### src/rtl/mem_port_ctrl.sv
// Per-core memory port controller: one load/store/lock/unlock at a time.
// Optional grant/ack wait timeout enabled by defining MEM_PORT_TIMEOUT_EN.
module mem_port_ctrl #(
    parameter int unsigned TIMEOUT = 255
) (
    input  logic        clk,
    input  logic        reset,
    input  logic        cmd_valid,
    input  logic [1:0]  cmd_op,
    input  logic [15:0] cmd_adr,
    input  logic [15:0] cmd_dat,
    output logic        cmd_ready,
    output logic        rsp_valid,
    output logic [15:0] rsp_dat,
    output logic        rsp_err,
    output logic        main_mem_read_request,
    output logic        main_mem_write_request,
    output logic        main_mem_read,
    output logic        main_mem_write,
    output logic [15:0] main_mem_read_adr,
    output logic [15:0] main_mem_write_adr,
    output logic [15:0] main_mem_write_dat,
    input  logic        main_mem_ac,
    input  logic [15:0] main_mem_dat,
    output logic [9:0]  lock_adr,
    output logic        lock_en,
    output logic        unlock_en,
    input  logic        lock_ac
);

    localparam logic [1:0] OP_LOAD   = 2'b00;
    localparam logic [1:0] OP_STORE  = 2'b01;
    localparam logic [1:0] OP_LOCK   = 2'b10;
    localparam logic [1:0] OP_UNLOCK = 2'b11;

    typedef enum logic [2:0] {
        IDLE,
        REQ,
        ACCESS,
        RDATA,
        LOCKW,
        DONE
    } state_t;

    state_t     state;
    state_t     nxt;
    logic [1:0] op_q;
    logic [1:0] op_n;
    logic       accept;
    logic       expire;
    logic       to_err;

`ifdef MEM_PORT_TIMEOUT_EN
    logic [7:0] wait_cnt;

    // Counter is zero in the first wait cycle, so expiry is on its last one.
    assign expire = (({1'b0, wait_cnt} + 9'd1) == TIMEOUT[8:0]);

    always_ff @(posedge clk) begin
        if (reset) begin
            wait_cnt <= 8'd0;
        end else if (state == REQ || state == LOCKW) begin
            wait_cnt <= wait_cnt + 8'd1;
        end else begin
            wait_cnt <= 8'd0;
        end
    end
`else
    logic unused_timeout;

    assign expire         = 1'b0;
    assign unused_timeout = ^TIMEOUT;
`endif

    always_comb begin
        nxt    = state;
        op_n   = op_q;
        accept = 1'b0;
        to_err = 1'b0;
        unique case (state)
            IDLE: begin
                if (cmd_valid && cmd_ready) begin
                    accept = 1'b1;
                    op_n   = cmd_op;
                    nxt    = cmd_op[1] ? LOCKW : REQ;
                end
            end
            REQ: begin
                if (main_mem_ac) begin
                    nxt = ACCESS;
                end else if (expire) begin
                    nxt    = DONE;
                    to_err = 1'b1;
                end
            end
            ACCESS: begin
                nxt = (op_q == OP_LOAD) ? RDATA : DONE;
            end
            RDATA: begin
                nxt = DONE;
            end
            LOCKW: begin
                if (lock_ac) begin
                    nxt = DONE;
                end else if (expire) begin
                    nxt    = DONE;
                    to_err = 1'b1;
                end
            end
            DONE: begin
                nxt = IDLE;
            end
            default: begin
                nxt = IDLE;
            end
        endcase
    end

    // Outputs are registered decodes of the next state so they align with it.
    always_ff @(posedge clk) begin
        if (reset) begin
            state                  <= IDLE;
            op_q                   <= OP_LOAD;
            cmd_ready              <= 1'b0;
            rsp_valid              <= 1'b0;
            rsp_dat                <= 16'd0;
            rsp_err                <= 1'b0;
            main_mem_read_request  <= 1'b0;
            main_mem_write_request <= 1'b0;
            main_mem_read          <= 1'b0;
            main_mem_write         <= 1'b0;
            main_mem_read_adr      <= 16'd0;
            main_mem_write_adr     <= 16'd0;
            main_mem_write_dat     <= 16'd0;
            lock_adr               <= 10'd0;
            lock_en                <= 1'b0;
            unlock_en              <= 1'b0;
        end else begin
            state     <= nxt;
            op_q      <= op_n;
            cmd_ready <= (nxt == IDLE);
            rsp_valid <= (nxt == DONE);
            rsp_err   <= to_err;
            rsp_dat   <= (state == RDATA) ? main_mem_dat : 16'd0;

            main_mem_read_request  <= (op_n == OP_LOAD) &&
                                      (nxt == REQ || nxt == ACCESS);
            main_mem_write_request <= (op_n == OP_STORE) &&
                                      (nxt == REQ || nxt == ACCESS);
            main_mem_read          <= (op_n == OP_LOAD) &&
                                      (nxt == ACCESS || nxt == RDATA);
            main_mem_write         <= (op_n == OP_STORE) && (nxt == ACCESS);
            lock_en                <= (op_n == OP_LOCK) && (nxt == LOCKW);
            unlock_en              <= (op_n == OP_UNLOCK) && (nxt == LOCKW);

            if (accept) begin
                main_mem_read_adr  <= cmd_adr;
                main_mem_write_adr <= cmd_adr;
                main_mem_write_dat <= cmd_dat;
                lock_adr           <= cmd_adr[9:0];
            end
        end
    end

endmodule

### config.mk
export PLATFORM = sky130hd
export DESIGN_NAME = mem_port_ctrl
export DESIGN_NICKNAME = d
export VERILOG_FILES = /design/src/rtl/mem_port_ctrl.sv
export SDC_FILE = /design/constraint.sdc
export NUM_CORES = 1
export LEC_CHECK = 0
export CAP_MARGIN = 20
export CELL_PAD_IN_SITES_DETAIL_PLACEMENT = 1
export CELL_PAD_IN_SITES_GLOBAL_PLACEMENT = 1
export CORE_MARGIN = 3
export CORE_UTILIZATION = 23
export CTS_CLUSTER_SIZE = 10
export DETAILED_ROUTE_END_ITERATION = 7
export GPL_TIMING_DRIVEN = 0
export HOLD_SLACK_MARGIN = 0.08
export PLACE_DENSITY = 0.8
export SLEW_MARGIN = 20
export SYNTH_ARGS = -nofsm -noshare
export SYNTH_HDL_FRONTEND = slang
export SYNTH_SLANG_ARGS = --single-unit
### constraint.sdc
create_clock -name clk -period 1.5 [get_ports clk]
set_input_delay 0.15 -clock clk [delete_from_list [all_inputs] [get_ports clk]]
set_output_delay 0.15 -clock clk [all_outputs]
set_load 0.01 [all_outputs]
Word-level counts from Yosys, hierarchy flattened
Cells that the tools add are included.
W data, S select, Z words.
{ "op_classes": {"mux": 10, "n_reduce_logical": 14, "bitwise_logic": 1, "n_eq_ne": 12} }
{ "op_table": {"columns": ["op", "count"], "rows": [
  ["$mux W3", 5],
  ["$pmux W3 S5", 1],
  ["$eq A3 B2 Y1 const B", 4],
  ["$eq A3 B3 Y1 const B", 3],
  ["$logic_and A1 B1 Y1", 7],
  ["$eq A3 B1 Y1 const B", 2],
  ["$logic_not A3 Y1", 2],
  ["$eq A2 B2 Y1 const B", 2],
  ["$logic_not A2 Y1", 2],
  ["$mux W2", 2],
  ["$eq A2 B1 Y1 const B", 1],
  ["$logic_or A1 B1 Y1", 2],
  ["$mux W1", 2],
  ["$reduce_or A2 Y1", 1],
  ["$not A1 Y1", 1]
]} }
{ "totals": {"inputBits": 55, "register_bits": 71, "elab_cells": 51} }

Logic depth before layout (Yosys ltp)
Gate-level depths: netlist of run 1.
{ "depth": {"ltp_word": 6, "mapped_depth": 7} }

Least setup slack after synthesis of run 1
Ideal clock, no wire load.
{ "synth_path": {"path_kind": "register to register", "startpoint": "register state[0]", "endpoint": "register lock_en", "setup_ns": 0.116, "required_time_ns": 1.384, "stages_incl_launch_ff": 6, "synth_period_minus_slack_ns": 1.492, "arrival_time_ns": 1.377, "path_slack_ns": 0.008, "cell_sequence": "dfxtp_1 -> buf_6 -> or4b_1 -> a21o_1 -> and3_1 -> and3_1"} }
{ "synth_via": {"elab_chain_cells": 4, "elab_cells_between_ends": 13, "cone_classes": "6 x eq/ne; 5 x mux; 2 x reduce/logical"} }
{ "synth_lines": {"columns": ["item", "line", "rtl"], "rows": [
  ["from (decl)", "45", "state_t state;"],
  ["from (signal assigned)", "139", "state <= nxt;"],
  ["$eq A3 B3 Y1, or another cell as far along", "80", "unique case (state)"],
  ["$pmux W3 S5 / $mux W2 (equally long branches)", "80", null],
  ["$eq A3 B3 Y1 / $eq A2 B2 Y1 (equally long branches)", "153", "lock_en <= (op_n == OP_LOCK) && (nxt == LOCKW);"],
  ["$logic_and A1 B1 Y1 *", "153", null],
  ["to (signal assigned)", "153", null],
  ["to (decl)", "26", "output logic lock_en,"]
]} }
Every way passes the cells marked *; elsewhere a longest branch is shown, timed or not.
A chain may end at the register's enable or synchronous reset.

Worst setup path after layout of run 1
{ "layout_path": {"startpoint": "register state[1]", "endpoint": "register main_mem_write_dat[5]"} }
{ "layout_via": {"elab_chain_cells": 2} }
{ "layout_lines": {"columns": ["item", "line", "rtl"], "rows": [
  ["$logic_not A3 Y1", "80", null],
  ["$mux W1", "80", null],
  ["to (signal assigned)", "159", "main_mem_write_dat <= cmd_dat;"],
  ["to (decl)", "22", "output logic [15:0] main_mem_write_dat,"]
]} }
No other way between the ends.

==> results of run 1 <==
-- state kept, by name (all words and copies together), names as in the netlist --
name,count
main_mem_write_adr,16
cmd_ready,1
lock_en,1
main_mem_write,1
op_q,2
rsp_dat,16
main_mem_read,1
unlock_en,1
main_mem_write_dat,16
state,3
main_mem_read_request,1
main_mem_write_request,1
rsp_valid,1
-- synth_stat cells --
library cell / n / area (um2)
inv_1: 1 / 3.750
mux2i_1: 1 / 10.01
buf_6: 4 / 45.04
clkbuf_1: 8 / 30.03
buf_1: 1 / 3.750
nor3b_1: 2 / 15.01
a31oi_1: 1 / 6.260
nor4b_4: 1 / 23.77
nor2_1: 5 / 18.77
nor4b_2: 1 / 15.01
dfxtp_1: 61 / 1221
or3_1: 1 / 6.260
a31oi_4: 1 / 21.27
o21ai_0: 1 / 5.000
nand2_1: 69 / 259.0
o211ai_1: 1 / 7.510
a211oi_1: 1 / 7.510
and2_4: 1 / 8.760
nand3b_1: 1 / 7.510
nor2b_1: 3 / 18.77
a21o_1: 2 / 15.01
and2_1: 16 / 100.1
and3_1: 2 / 12.51
a21oi_1: 37 / 185.2
nand3_1: 3 / 15.01
buf_8: 1 / 15.01
or4b_1: 1 / 10.01
buf_4: 27 / 202.7
nor3_1: 4 / 20.02
conb_1: 1 / 3.750
and3b_1: 1 / 8.760
nand2b_1: 1 / 6.260
o21bai_1: 1 / 7.510
-- area by class of cell --
| class | count | share of cell area, % |
|---|---|---|
| timing repair buffer | 145 | 34.52 |
| sequential | 61 | 28.53 |
| multi-input combinational | 159 | 20.14 |
| buffer | 40 | 7.333 |
| clock buffer | 13 | 4.096 |
| tap | 133 | 3.810 |
| clock inverter | 3 | 1.490 |
| inverter | 1 | 0.08594 |
-- where the power goes --
part	leakage (nW)	total [mW]	switching [mW]	internal [mW]
logic	1.38	1.26	0.511	0.749
registers	0.503	1.83	0.0855	1.74
clock network	0.126	1.75	0.637	1.11
total	2.01	4.84	1.23	3.60
-- logic make-up (layout without fill, tap and decap cells) --
| family | after synthesis | in the layout | share of synthesized area [%] |
|---|---|---|---|
| other | 1 | 1 | 0.1605 |
| DFF | 61 | 61 | 52.28 |
| AOI/OAI and AO/OA | 45 | 45 | 10.93 |
| buffers and inverters | 42 | 202 | 12.85 |
| muxes | 1 | 1 | 0.4285 |
| and+or+nand+nor | 112 | 112 | 23.35 |
-- what timing repair did --
item                       4_1_cts  5_1_grt
setup buffers                    6        1
cloned                           2        1
pin swaps                        8        5
gates resized for setup         36       39
hold buffers                     0        0
setup endpoints to repair       70       70
-- routing by layer --
layer | share of wire (%) | up-vias | global-route usage (%)
met5 | 0 | - | 0
met4 | 1.0 | 0 | 3.562
met3 | 11 | 6 | 7.164
met2 | 49 | 100 | 22.12
met1 | 40 | 1089 | 14.86
li1 | - | 1132 | -
-- worst min-delay path by stage --
stage / start / to / slack, ps
detailed placement: main_mem_write_dat[0] / main_mem_write_dat[0] / 450
CTS: reset / state[0] / 230
global placement: main_mem_write_dat[3] / main_mem_write_dat[3] / 440
global route: reset / state[0] / 230
floorplan: main_mem_dat[0] / rsp_dat[0] / 270
finish: reset / state[0] / 230
-- worst register-to-register path, stage by stage, from the launching register on --
cell and delay, ps:
dfxtp_4 360, nor4b_4 310, and2_4 210, bufbuf_16 250
buf_8 110, nand2_1 70, a21oi_2 110
==> results.py, run 1 <==
metrics = {
    "worst_setup_path": {
        "cp-end-kind": "register",
        "critPathTopFamily": "simple AND/OR/NAND/NOR gates",
        "cp.depth": 6,
        "crit_path_end": "main_mem_write_dat[5]",
        "critPathLaunch": "state[1]",
        "arrival_ps": 1760,
        "path_buf_inv": 2,
        "cp-start-kind": "register",
        "crit_required_ps": 1780,
        "slowest_delay_ps": 360,
        "worst_r2r_endpoint": "main_mem_write_dat[5]",
        "path_max_fanout": 5,
        "r2r-start": "state[1]",
        "crit_chain": "nor4b_4 -> and2_4 -> bufbuf_16 -> buf_8 -> nand2_1 -> a21oi_2",
        "reg2reg_slack_ps": 20,
        "crit_type": "reg2reg",
        "r2r_cells": 6,
        "crit_slowest_cell": "dfxtp_4",
    },
    "layout": {
        "num-nets-final": 472,
        "final_layout_size_suffix_gt1_share_pct": 22.27,
        "layout_common_cells": "clkdlybuf4s50_1 (110), nand2_1 (68), dfxtp_1 (45)",
        "final_common_cell": "clkdlybuf4s50_1",
        "regArea_mm2": 0.001246,
        "final_util_pct": 44.48,
        "stdcell_area_mm2": 0.004368,
        "syn_to_final_growth_pct": 86.98,
        "multi_input_area_um2": 879.6,
        "stdcell_count": 555,
        "n_antenna_cell": 0,
        "n_fill_cell": 1148,
    },
    "global_routing": {
        "grt_use_total_pct": 13.32,
        "grt_max_degree": 11,
        "antenna_found_initial": 0,
        "grt_pass1_wl_um": 11830,
        "grt_pass1_vias": 2376,
        "overflow": 0,
    },
    "detailed_routing": {
        "dr.pass1.iters": 4,
        "drt-vias-per-instance": 4.193,
        "first_iter_violations": 36,
        "ant_nets": 0,
        "vias": 2327,
        "wl_um": 7764,
        "drc": 0,
        "wl_per_cell_um": 13.99,
    },
    "power": {
        "vdd_drop_max_mv": 0.5115,
        "leakage_nw": 2.006,
        "power.density_mw_per_mm2": 1107,
        "power_mw": 4.837,
    },
    "yosys": {
        "yosysSeqAreaShare_pct": 52.28,
        "synth.cell_area_mm2": 0.002336,
        "yosysWarningCount": 0,
        "synth_nets": 317,
        "ys_ff_latch": 61,
        "synthDistinctLibCells": 33,
        "synth_cells": 262,
        "syn_avg_cell_area_um2": 8.916,
    },
    "floorplanning": {
        "die-area_mm2": 0.01140,
        "initial_core_util_pct": 23.79,
        "io_pins": 138,
        "core-area_mm2": 0.009819,
        "fp-row-count": 36,
        "die_w_um": 106.8,
        "die_y_um": 106.8,
    },
    "timing": {
        "fin_crit_ps": 1483,
        "slew_violations": 0,
        "hold_violations": 0,
        "clock_skew_ps": 7.956,
        "relSlewSlack_pct": 64.07,
        "setup-tns-final_ps": 0,
        "period_share_pct": 98.85,
        "grt_setup_unrepaired": "yes",
        "setup_viol": 0,
        "whs_ps": 226.3,
        "setup_ws_ps": 17.32,
        "worst_pin_slew_ps": 539.0,
        "max_freq_mhz": 674.5,
    },
    "place": {
        "dpl_worst_slack_ps": -227.4,
        "placed_area_mm2": 0.003854,
        "dp.cells": 530,
        "place.gp.congestion": 0.7796,
        "dp_hpwl_um": 5628,
        "portBuffers": 135,
    },
    "clocking": {
        "h-tree-depth": 3,
        "cts_tree": "built",
        "worstSkewPairLatency_ps": 340,
        "clk_pin_slew_worst_paths_ps": 70,
        "cts.sinks": 61,
        "cts_inserted_buffers": 9,
        "cts-root-buf": "clkbuf_8",
        "cts_buffer_depth": 2,
    },
    "hold_path": {
        "hold_class": "in2reg",
        "min_path_cells": 2,
    },
    "job": {
        "cap_viol_max_count": 0,
    },
    "outcome": {
        "run_status": "finished, final reports clean",
    },
}
Note: power is estimated with default switching activity, not from simulation.
==> run 2, diff against run 1 <==
- SLEW_MARGIN: 20 -> unset
==> results of run 2 <==
Final layout, timing and power as in run 1 (identical DEF).
==> run 3, diff against run 2 <==
- PLACE_DENSITY: 0.8 -> unset
- PLACE_DENSITY_LB_ADDON: unset -> 0.12
==> results.py, run 3 (synthesis gave the netlist of run 1 again) <==
metrics = {
    "clocking": {
        "cts-root-buf": "clkbuf_8",
        "cts.sinks": 61,
        "cts_tree": "built",
        "cts_hold_buf": 0,
        "cts_inserted_buffers": 9,
        "cts_buffer_depth": 2,
        "worstSkewPairLatency_ps": 330,
        "clk_pin_slew_worst_paths_ps": 70,
        "h-tree-depth": 3,
    },
    "global_routing": {
        "grt_pass1_vias": 2351,
        "antenna_found_initial": 0,
        "grt_max_degree": 11,
        "overflow": 0,
        "grt_pass1_wl_um": 11250,
        "grt_use_total_pct": 12.67,
    },
    "timing": {
        "setup_viol": 0,
        "grt_setup_unrepaired": "yes",
        "hold_violations": 0,
        "max_freq_mhz": 673.0,
        "clock_skew_ps": 5.643,
        "period_share_pct": 99.06,
        "worst_pin_slew_ps": 680.0,
        "slew_violations": 0,
        "relSlewSlack_pct": 54.67,
        "fin_crit_ps": 1486,
    },
    "hold_path": {
        "hold_class": "in2reg",
        "min_path_cells": 2,
        "hold_start": "reset",
    },
    "detailed_routing": {
        "drt-vias-per-instance": 4.148,
        "ant_nets": 0,
        "drc": 0,
        "dr.pass1.iters": 3,
        "wl_um": 7429,
        "wl_per_cell_um": 13.43,
        "first_iter_violations": 50,
        "vias": 2294,
    },
    "worst_setup_path": {
        "cp-end-kind": "register",
        "critPathLaunch": "state[1]",
        "r2r_cells": 6,
        "r2r-start": "state[1]",
        "cp-start-kind": "register",
        "crit_type": "reg2reg",
        "crit_required_ps": 1750,
        "path_max_fanout": 6,
        "arrival_ps": 1730,
    },
    "floorplanning": {
        "die-area_mm2": 0.01140,
        "die_y_um": 106.8,
        "initial_core_util_pct": 23.79,
        "fp-row-count": 36,
        "die_w_um": 106.8,
        "io_pins": 138,
        "core-area_mm2": 0.009819,
    },
    "place": {
        "place.gp.congestion": 0.6948,
        "portBuffers": 135,
        "placed_area_mm2": 0.003854,
        "dp_hpwl_um": 5500,
    },
    "layout": {
        "final_common_cell": "clkdlybuf4s50_1",
        "final_layout_size_suffix_gt1_share_pct": 26.67,
        "layout_common_cells": "clkdlybuf4s50_1 (114), nand2_1 (58), dfxtp_1 (43)",
        "syn_to_final_growth_pct": 87.09,
        "top_regs": "main_mem_write_adr (16), main_mem_write_dat (16), rsp_dat (16)",
        "n_antenna_cell": 0,
        "num-nets-final": 471,
        "stdcell_area_mm2": 0.004370,
    },
    "power": {
        "power.density_mw_per_mm2": 1010,
        "vdd_drop_max_mv": 0.4084,
        "leakage_nw": 1.988,
        "power_mw": 4.413,
    },
    "job": {
        "cap_viol_max_count": 0,
    },
    "outcome": {
        "run_status": "finished, final reports clean",
    },
}
run 3: cell types whose count changed in the layout (fill, tap and decap cells not counted), sizes merged:
cell	change
bufbuf	-1
clkdlybuf4s50	+4
clkbuf	+2
bufinv	-2
dlymetal6s2s	+1
dlygate4sd2	-5
buf	-1
run 3: path summary, 6_finish.rpt:
kind,slack [ps],to
max,10,main_mem_write_adr[12]
min reg2reg,450,main_mem_write_dat[1]
min,210,state[0]
max reg2reg,10,main_mem_write_adr[12]
run 3: worst max-delay path, cell delays in order, from the launching register on:
cell and delay [ps]:
dfxtp_4 360, nor4b_4 340, and2_4 240, clkbuf_16 150, clkbuf_16 150, nand2_2 50, a21oi_1 110
run 3: report_power, final:
| part | switching, mW | leakage [nW] | total [mW] | internal, mW |
|---|---|---|---|---|
| logic | 0.528 | 1.39 | 1.27 | 0.744 |
| registers | 0.0813 | 0.504 | 1.82 | 1.74 |
| clock network | 0.594 | 0.0926 | 1.32 | 0.725 |
run 3: repair_timing:
item / CTS / global route
resized for setup: 21 / 71
pin swaps: 6 / 19
setup buffers: 7 / 1
setup endpoints to repair: 69 / 73
cloned: 0 / 2
run 3: layer usage:
| layer | vias up | wire (um) | global-route usage (%) |
|---|---|---|---|
| met5 | - | 0 | 0 |
| met4 | 0 | 156 | 6.210 |
| met3 | 11 | 636 | 5.418 |
| met2 | 93 | 3504 | 20.46 |
| met1 | 1062 | 3131 | 14.34 |
| li1 | 1128 | - | - |
run 3: cell type report:
class,instances,area [um2]
plain buffers,39,306.5
clock buffers,14,172.7
clock inverters,1,5.005
fillers,1159,5449
inverters,1,3.754
multi-input cells,159,953.4
flip-flops and latches,61,1249
well taps,133,166.4
repair buffers,145,1514
run 3: stage by stage:
step                setup TNS [ps]  cells  worst slack (ps)  hold slack, ps  utilization [%]
finish                           0    553             14.12           206.5            44.51
global route                 -1694    553            -94.92           236.3            44.51
CTS                         -24.15    551            -24.15           207.5            41.74
detailed placement           -6419    530            -227.8           450.1            39.25
global placement             -6364    530            -201.8           441.9            39.25
floorplan                        0    262             7.869           271.7                -
